<file path="config.mk">
export PLATFORM = sky130hd
export DESIGN_NAME = riscv_multicycle_ctrl
export DESIGN_NICKNAME = d
export VERILOG_FILES = /design/src/rtl/riscv_multicycle_ctrl.sv
export SDC_FILE = /design/constraint.sdc
export NUM_CORES = 1
export LEC_CHECK = 0
export ABC_AREA = 1
export BUFFER_PORTS_ARGS = -buffer_cell sky130_fd_sc_hd__buf_4
export CAP_MARGIN = 40
export CELL_PAD_IN_SITES_DETAIL_PLACEMENT = 0
export CELL_PAD_IN_SITES_GLOBAL_PLACEMENT = 1
export CORE_UTILIZATION = 25
export DETAILED_ROUTE_END_ITERATION = 10
export PLACE_DENSITY = 0.85
export REMOVE_ABC_BUFFERS = 1
export SYNTH_ARGS = -nofsm -noshare
export SYNTH_HDL_FRONTEND = slang
export SYNTH_SLANG_ARGS = --single-unit
</file>
<file path="constraint.sdc">
create_clock -name clk -period 1.7 [get_ports clk]
set_input_delay 0.17 -clock clk [delete_from_list [all_inputs] [get_ports clk]]
set_output_delay 0.17 -clock clk [all_outputs]
set_load 0.01 [all_outputs]
</file>
<file path="src/rtl/riscv_multicycle_ctrl.sv">
// Moore multicycle sequencer for an RV32I subset on a shared-ALU datapath.
// Optional MCTRL_MEMWAIT_EN adds a MemReady stall on the memory states.
module riscv_multicycle_ctrl #(
    parameter bit ILLEGAL_HALT = 1'b1
) (
    input  logic       clk,
    input  logic       reset_n,
    input  logic [6:0] op,
    input  logic [2:0] funct3,
    input  logic       funct7b5,
    input  logic       Zero,
`ifdef MCTRL_MEMWAIT_EN
    input  logic       MemReady,
`endif
    output logic       PCWrite,
    output logic       AdrSrc,
    output logic       MemWrite,
    output logic       IRWrite,
    output logic [1:0] ResultSrc,
    output logic [1:0] ALUSrcA,
    output logic [1:0] ALUSrcB,
    output logic [1:0] ImmSrc,
    output logic [2:0] ALUControl,
    output logic       RegWrite,
    output logic       InstrDone,
    output logic       Illegal,
    output logic [3:0] State
);

    typedef enum logic [3:0] {
        S_FETCH    = 4'd0,
        S_DECODE   = 4'd1,
        S_MEMADR   = 4'd2,
        S_MEMREAD  = 4'd3,
        S_MEMWB    = 4'd4,
        S_MEMWRITE = 4'd5,
        S_EXECR    = 4'd6,
        S_ALUWB    = 4'd7,
        S_EXECI    = 4'd8,
        S_JAL      = 4'd9,
        S_BEQ      = 4'd10,
        S_HALT     = 4'd11
    } state_t;

    typedef enum logic [1:0] {
        ALU_ADD,
        ALU_SUB,
        ALU_FUNCT
    } aluop_t;

    state_t state, state_nxt;
    aluop_t aluop;

    logic mem_rdy;
    logic is_mem, is_r, is_i, is_jal, is_beq, is_sw;
    logic pc_upd, branch, mem_wr, ir_wr, reg_wr, done, ill;
    logic [2:0] fn_ctrl;

`ifdef MCTRL_MEMWAIT_EN
    assign mem_rdy = MemReady;
`else
    assign mem_rdy = 1'b1;
`endif

    assign is_sw  = (op == 7'b0100011);
    assign is_mem = (op == 7'b0000011) || is_sw;
    assign is_r   = (op == 7'b0110011);
    assign is_i   = (op == 7'b0010011);
    assign is_jal = (op == 7'b1101111);
    assign is_beq = (op == 7'b1100011);

    always_ff @(posedge clk or negedge reset_n) begin
        if (!reset_n) state <= S_FETCH;
        else          state <= state_nxt;
    end

    always_comb begin
        state_nxt = S_FETCH;
        pc_upd    = 1'b0;
        branch    = 1'b0;
        AdrSrc    = 1'b0;
        mem_wr    = 1'b0;
        ir_wr     = 1'b0;
        ResultSrc = 2'b00;
        ALUSrcA   = 2'b00;
        ALUSrcB   = 2'b00;
        aluop     = ALU_ADD;
        reg_wr    = 1'b0;
        done      = 1'b0;
        ill       = 1'b0;
        case (state)
            S_FETCH: begin
                ir_wr     = mem_rdy;
                pc_upd    = mem_rdy;
                ALUSrcB   = 2'b10;
                ResultSrc = 2'b10;
                state_nxt = mem_rdy ? S_DECODE : S_FETCH;
            end
            S_DECODE: begin
                ALUSrcA = 2'b01;
                ALUSrcB = 2'b01;
                unique case (1'b1)
                    is_mem: state_nxt = S_MEMADR;
                    is_r:   state_nxt = S_EXECR;
                    is_i:   state_nxt = S_EXECI;
                    is_jal: state_nxt = S_JAL;
                    is_beq: state_nxt = S_BEQ;
                    default: begin
                        ill       = 1'b1;
                        state_nxt = ILLEGAL_HALT ? S_HALT : S_FETCH;
                    end
                endcase
            end
            S_MEMADR: begin
                ALUSrcA   = 2'b10;
                ALUSrcB   = 2'b01;
                state_nxt = op[5] ? S_MEMWRITE : S_MEMREAD;
            end
            S_MEMREAD: begin
                AdrSrc    = 1'b1;
                state_nxt = mem_rdy ? S_MEMWB : S_MEMREAD;
            end
            S_MEMWB: begin
                ResultSrc = 2'b01;
                reg_wr    = 1'b1;
                done      = 1'b1;
            end
            S_MEMWRITE: begin
                AdrSrc    = 1'b1;
                mem_wr    = 1'b1;
                done      = mem_rdy;
                state_nxt = mem_rdy ? S_FETCH : S_MEMWRITE;
            end
            S_EXECR: begin
                ALUSrcA   = 2'b10;
                aluop     = ALU_FUNCT;
                state_nxt = S_ALUWB;
            end
            S_ALUWB: begin
                reg_wr = 1'b1;
                done   = 1'b1;
            end
            S_EXECI: begin
                ALUSrcA   = 2'b10;
                ALUSrcB   = 2'b01;
                aluop     = ALU_FUNCT;
                state_nxt = S_ALUWB;
            end
            S_JAL: begin
                ALUSrcA   = 2'b01;
                ALUSrcB   = 2'b10;
                pc_upd    = 1'b1;
                state_nxt = S_ALUWB;
            end
            S_BEQ: begin
                ALUSrcA = 2'b10;
                aluop   = ALU_SUB;
                branch  = 1'b1;
                done    = 1'b1;
            end
            S_HALT: begin
                ill       = 1'b1;
                state_nxt = S_HALT;
            end
            default: state_nxt = S_FETCH;
        endcase
    end

    // Only R-type may subtract; addi ignores Instr[30]
    always_comb begin
        case (funct3)
            3'b000:  fn_ctrl = (funct7b5 & op[5]) ? 3'b110 : 3'b010;
            3'b010:  fn_ctrl = 3'b111;
            3'b110:  fn_ctrl = 3'b001;
            3'b111:  fn_ctrl = 3'b000;
            default: fn_ctrl = 3'b010;
        endcase
    end

    always_comb begin
        unique case (aluop)
            ALU_SUB:   ALUControl = 3'b110;
            ALU_FUNCT: ALUControl = fn_ctrl;
            default:   ALUControl = 3'b010;
        endcase
    end

    always_comb begin
        unique case (1'b1)
            is_sw:   ImmSrc = 2'b01;
            is_beq:  ImmSrc = 2'b10;
            is_jal:  ImmSrc = 2'b11;
            default: ImmSrc = 2'b00;
        endcase
    end

    assign PCWrite   = reset_n & (pc_upd | (branch & Zero));
    assign IRWrite   = reset_n & ir_wr;
    assign RegWrite  = reset_n & reg_wr;
    assign MemWrite  = reset_n & mem_wr;
    assign InstrDone = reset_n & done;
    assign Illegal   = reset_n & ill;
    assign State     = state;

endmodule

</file>
==> metrics.csv <==
stage,metric,value,unit
run_status,status,"finished, violations left",
run_status,violations,setup timing,
grt,grt_overflow_total,0,
synth,synth-edff-count,0,
synth,yosys.area.top_type_share,0.1786,
routing,first_pass_iters,4,
timing,tns,-676.8,ps
synth,async_flop_share,1.000,
synth,synth.avg_cell_area,5.605,um2
floorplan,ios,36,
timing,final_hold_viol_count,0,
placement,post-dp-hpwl,1553,um
final_layout,area_delta_synth_final,105.8,%
synth,ys_warn_count,0,
placement,place_inst,175,
cts,cts_made_buffers,3,
worst_setup_path,crit_arrival,1810,ps
cts,cts_buffer_depth,2,
final_layout,final_common_cell,buf_4,
synth,synth_cell_types,19,
timing,drv_slew,0,
cts,cts-root-buf,clkbuf_4,
floorplan,rows,16,
final_layout,nets,178,
routing,vias_per_cell,4.626,
grt,first_global_vias,818,
final_layout,stdcell_count,187,
timing,slew_headroom,0.8259,
worst_setup_path,endpoint_kind,primary output,
synth,synthesis.area,560.5,um2
synth,yosys_register_bits,4,
final_layout,final_util,0.5650,
worst_setup_path,worstPathMaxFanout,3,
timing,skew,2.944,ps
worst_setup_path,r2r_cells,9,
worst_setup_path,start_kind,flop,
routing,drtAntennaViolNets,0,
floorplan,start_util,0.2745,
power,power.density,1558,nW/um2
cts,insertion_delay,230,ps
routing,drt_iter0_drc,7,
routing,drc_errors,0,
floorplan,die_area,2435,um2
synth,syn_inst,100,
routing,drt_wl_total,2038,um
cts,clock-sinks,4,
timing,finalCritPeriodShare,1.164,
worst_setup_path,crit_required,1530,ps
floorplan,core_area,2042,um2
worst_setup_path,crit_type,flop to primary output,
timing,rsz0062_at_grt,yes,
synth,yosysSeqAreaShare,0.1786,
timing,finalCriticalPeriod,1979,ps
final_layout,n_antenna_cell,0,
grt,grt_max_degree,7,
placement,gp_congestion,0.8887,
worst_hold_path,hold_path.class,input pin to asynchronous set/reset pin,
synth,synth_area_leaders,"dfrtp_1 18%, nand2_1 13%, inv_1 11%",
power,peakVddDrop,0.8345,mV
final_layout,final_cell_mix,"52 x buf_4, 15 x nand2_1, 14 x inv_1",
routing,vias,865,
grt,antenna_found_initial,0,
synth,ys.flop_type,dfrtp_1,
cts,clk_pin_slew,40,ps
final_layout,largest_register_ffs,4,
timing,tightest_slew,260.9,ps
timing,setup_viol,5,
cts,htreeDepth,1,
routing,avgRoutedWirePerCell,10.90,um
timing,finalWorstSetupSlack,-279.3,ps
floorplan,chipWidth,49.35,um
floorplan,die_height,49.35,um
synth,yosys.area.top_type,dfrtp_1,
power,p_leak,0.0006276,uW
placement,io_buffer_count,35,
cts,cts_tree,built,
job,drv_cap,0,
grt,grt.total_usage,0.1830,
final_layout,drive_gt1_frac,0.5750,
grt,grt_pass1_wl,3491,um
timing,max_freq,505.2,MHz
## report_power, final
part | switching, uW | internal (uW) | leakage, uW
logic | 744 | 744 | 0.000564
clock network | 36.6 | 78.8 | 0.0000138
registers | 52.9 | 142 | 0.0000501
total | 834 | 964 | 0.000628
## cell type report
cell class	instances	area (um2)
clock buffer	3	22.52
fill	195	888.4
inverter	25	96.34
multi-input combinational	71	455.4
sequential	4	100.1
tap	27	33.78
timing repair buffer	57	445.4
## layer usage
metal  wire length (um)  share of wire  track usage  vias up
met5                  0              0            0        -
met1                907           0.45       0.2220      397
li1                   -              -            -      433
met3                102          0.050      0.02492        4
met2                992           0.49       0.3196       31
met4                 36          0.018      0.07353        0
## path summary, 6_finish.rpt
check                      slack (ps)          startpoint            endpoint
max                              -280  State[2]$_DFF_PN0_       ALUControl[1]
min                               280             reset_n  State[1]$_DFF_PN0_
max reg2reg                       260  State[3]$_DFF_PN0_  State[1]$_DFF_PN0_
min reg2reg                       720  State[0]$_DFF_PN0_  State[2]$_DFF_PN0_
max in group asynchronous        1310             reset_n  State[2]$_DFF_PN0_
min in group clk                  290               op[6]  State[2]$_DFF_PN0_
## cell families after synthesis
| group | Yosys count | synth area share |
|---|---|---|
| and+or+nand+nor | 58 | 0.5067 |
| adders and majority gates | 2 | 0.04464 |
| DFF | 4 | 0.1786 |
| AOI/OAI and AO/OA | 11 | 0.1027 |
| buffers and inverters | 25 | 0.1674 |
## timing repair
action                                  4_1_cts  5_1_grt
pin swaps                                    10        6
setup buffers                                 8        2
resized for setup                            17       10
endpoints found under the hold margin         4        0
endpoints found under the setup margin        5        8
hold buffers                                  1        0
## synthesized netlist by cell type (2+ instances only)
| master | count |
|---|---|
| nor2_2 | 4 |
| ha_1 | 2 |
| nand2_2 | 2 |
| inv_2 | 9 |
| a21oi_1 | 5 |
| o21ai_0 | 4 |
| nor2_1 | 14 |
| dfrtp_1 | 4 |
| nor3_1 | 2 |
| nand2_1 | 19 |
| nor2_4 | 3 |
| inv_1 | 16 |
| nand3_1 | 8 |
| nand4_1 | 3 |
## metrics by stage
step	power [uW]	area, um2	hold WS (ps)	setup WS [ps]
finish	1798	1154	279.4	-279.3
global route	1947	1154	276.8	-365.5
CTS	1706	1105	274.6	-239.9
detailed placement	1361	954.7	-23.48	-35.46
global placement	1347	954.7	-22.97	-1.549
floorplan	780.3	560.5	-125.6	-47.11
## worst max-delay path: stages (launching register included)
cell and delay (ps):
dfrtp_1 390, buf_6 130, nor2_4 140, inv_2 60
nor2_4 90, inv_2 60, ha_4 220, or3_4 360
buf_6 130
No activity file was read; power rests on OpenSTA's default activity.
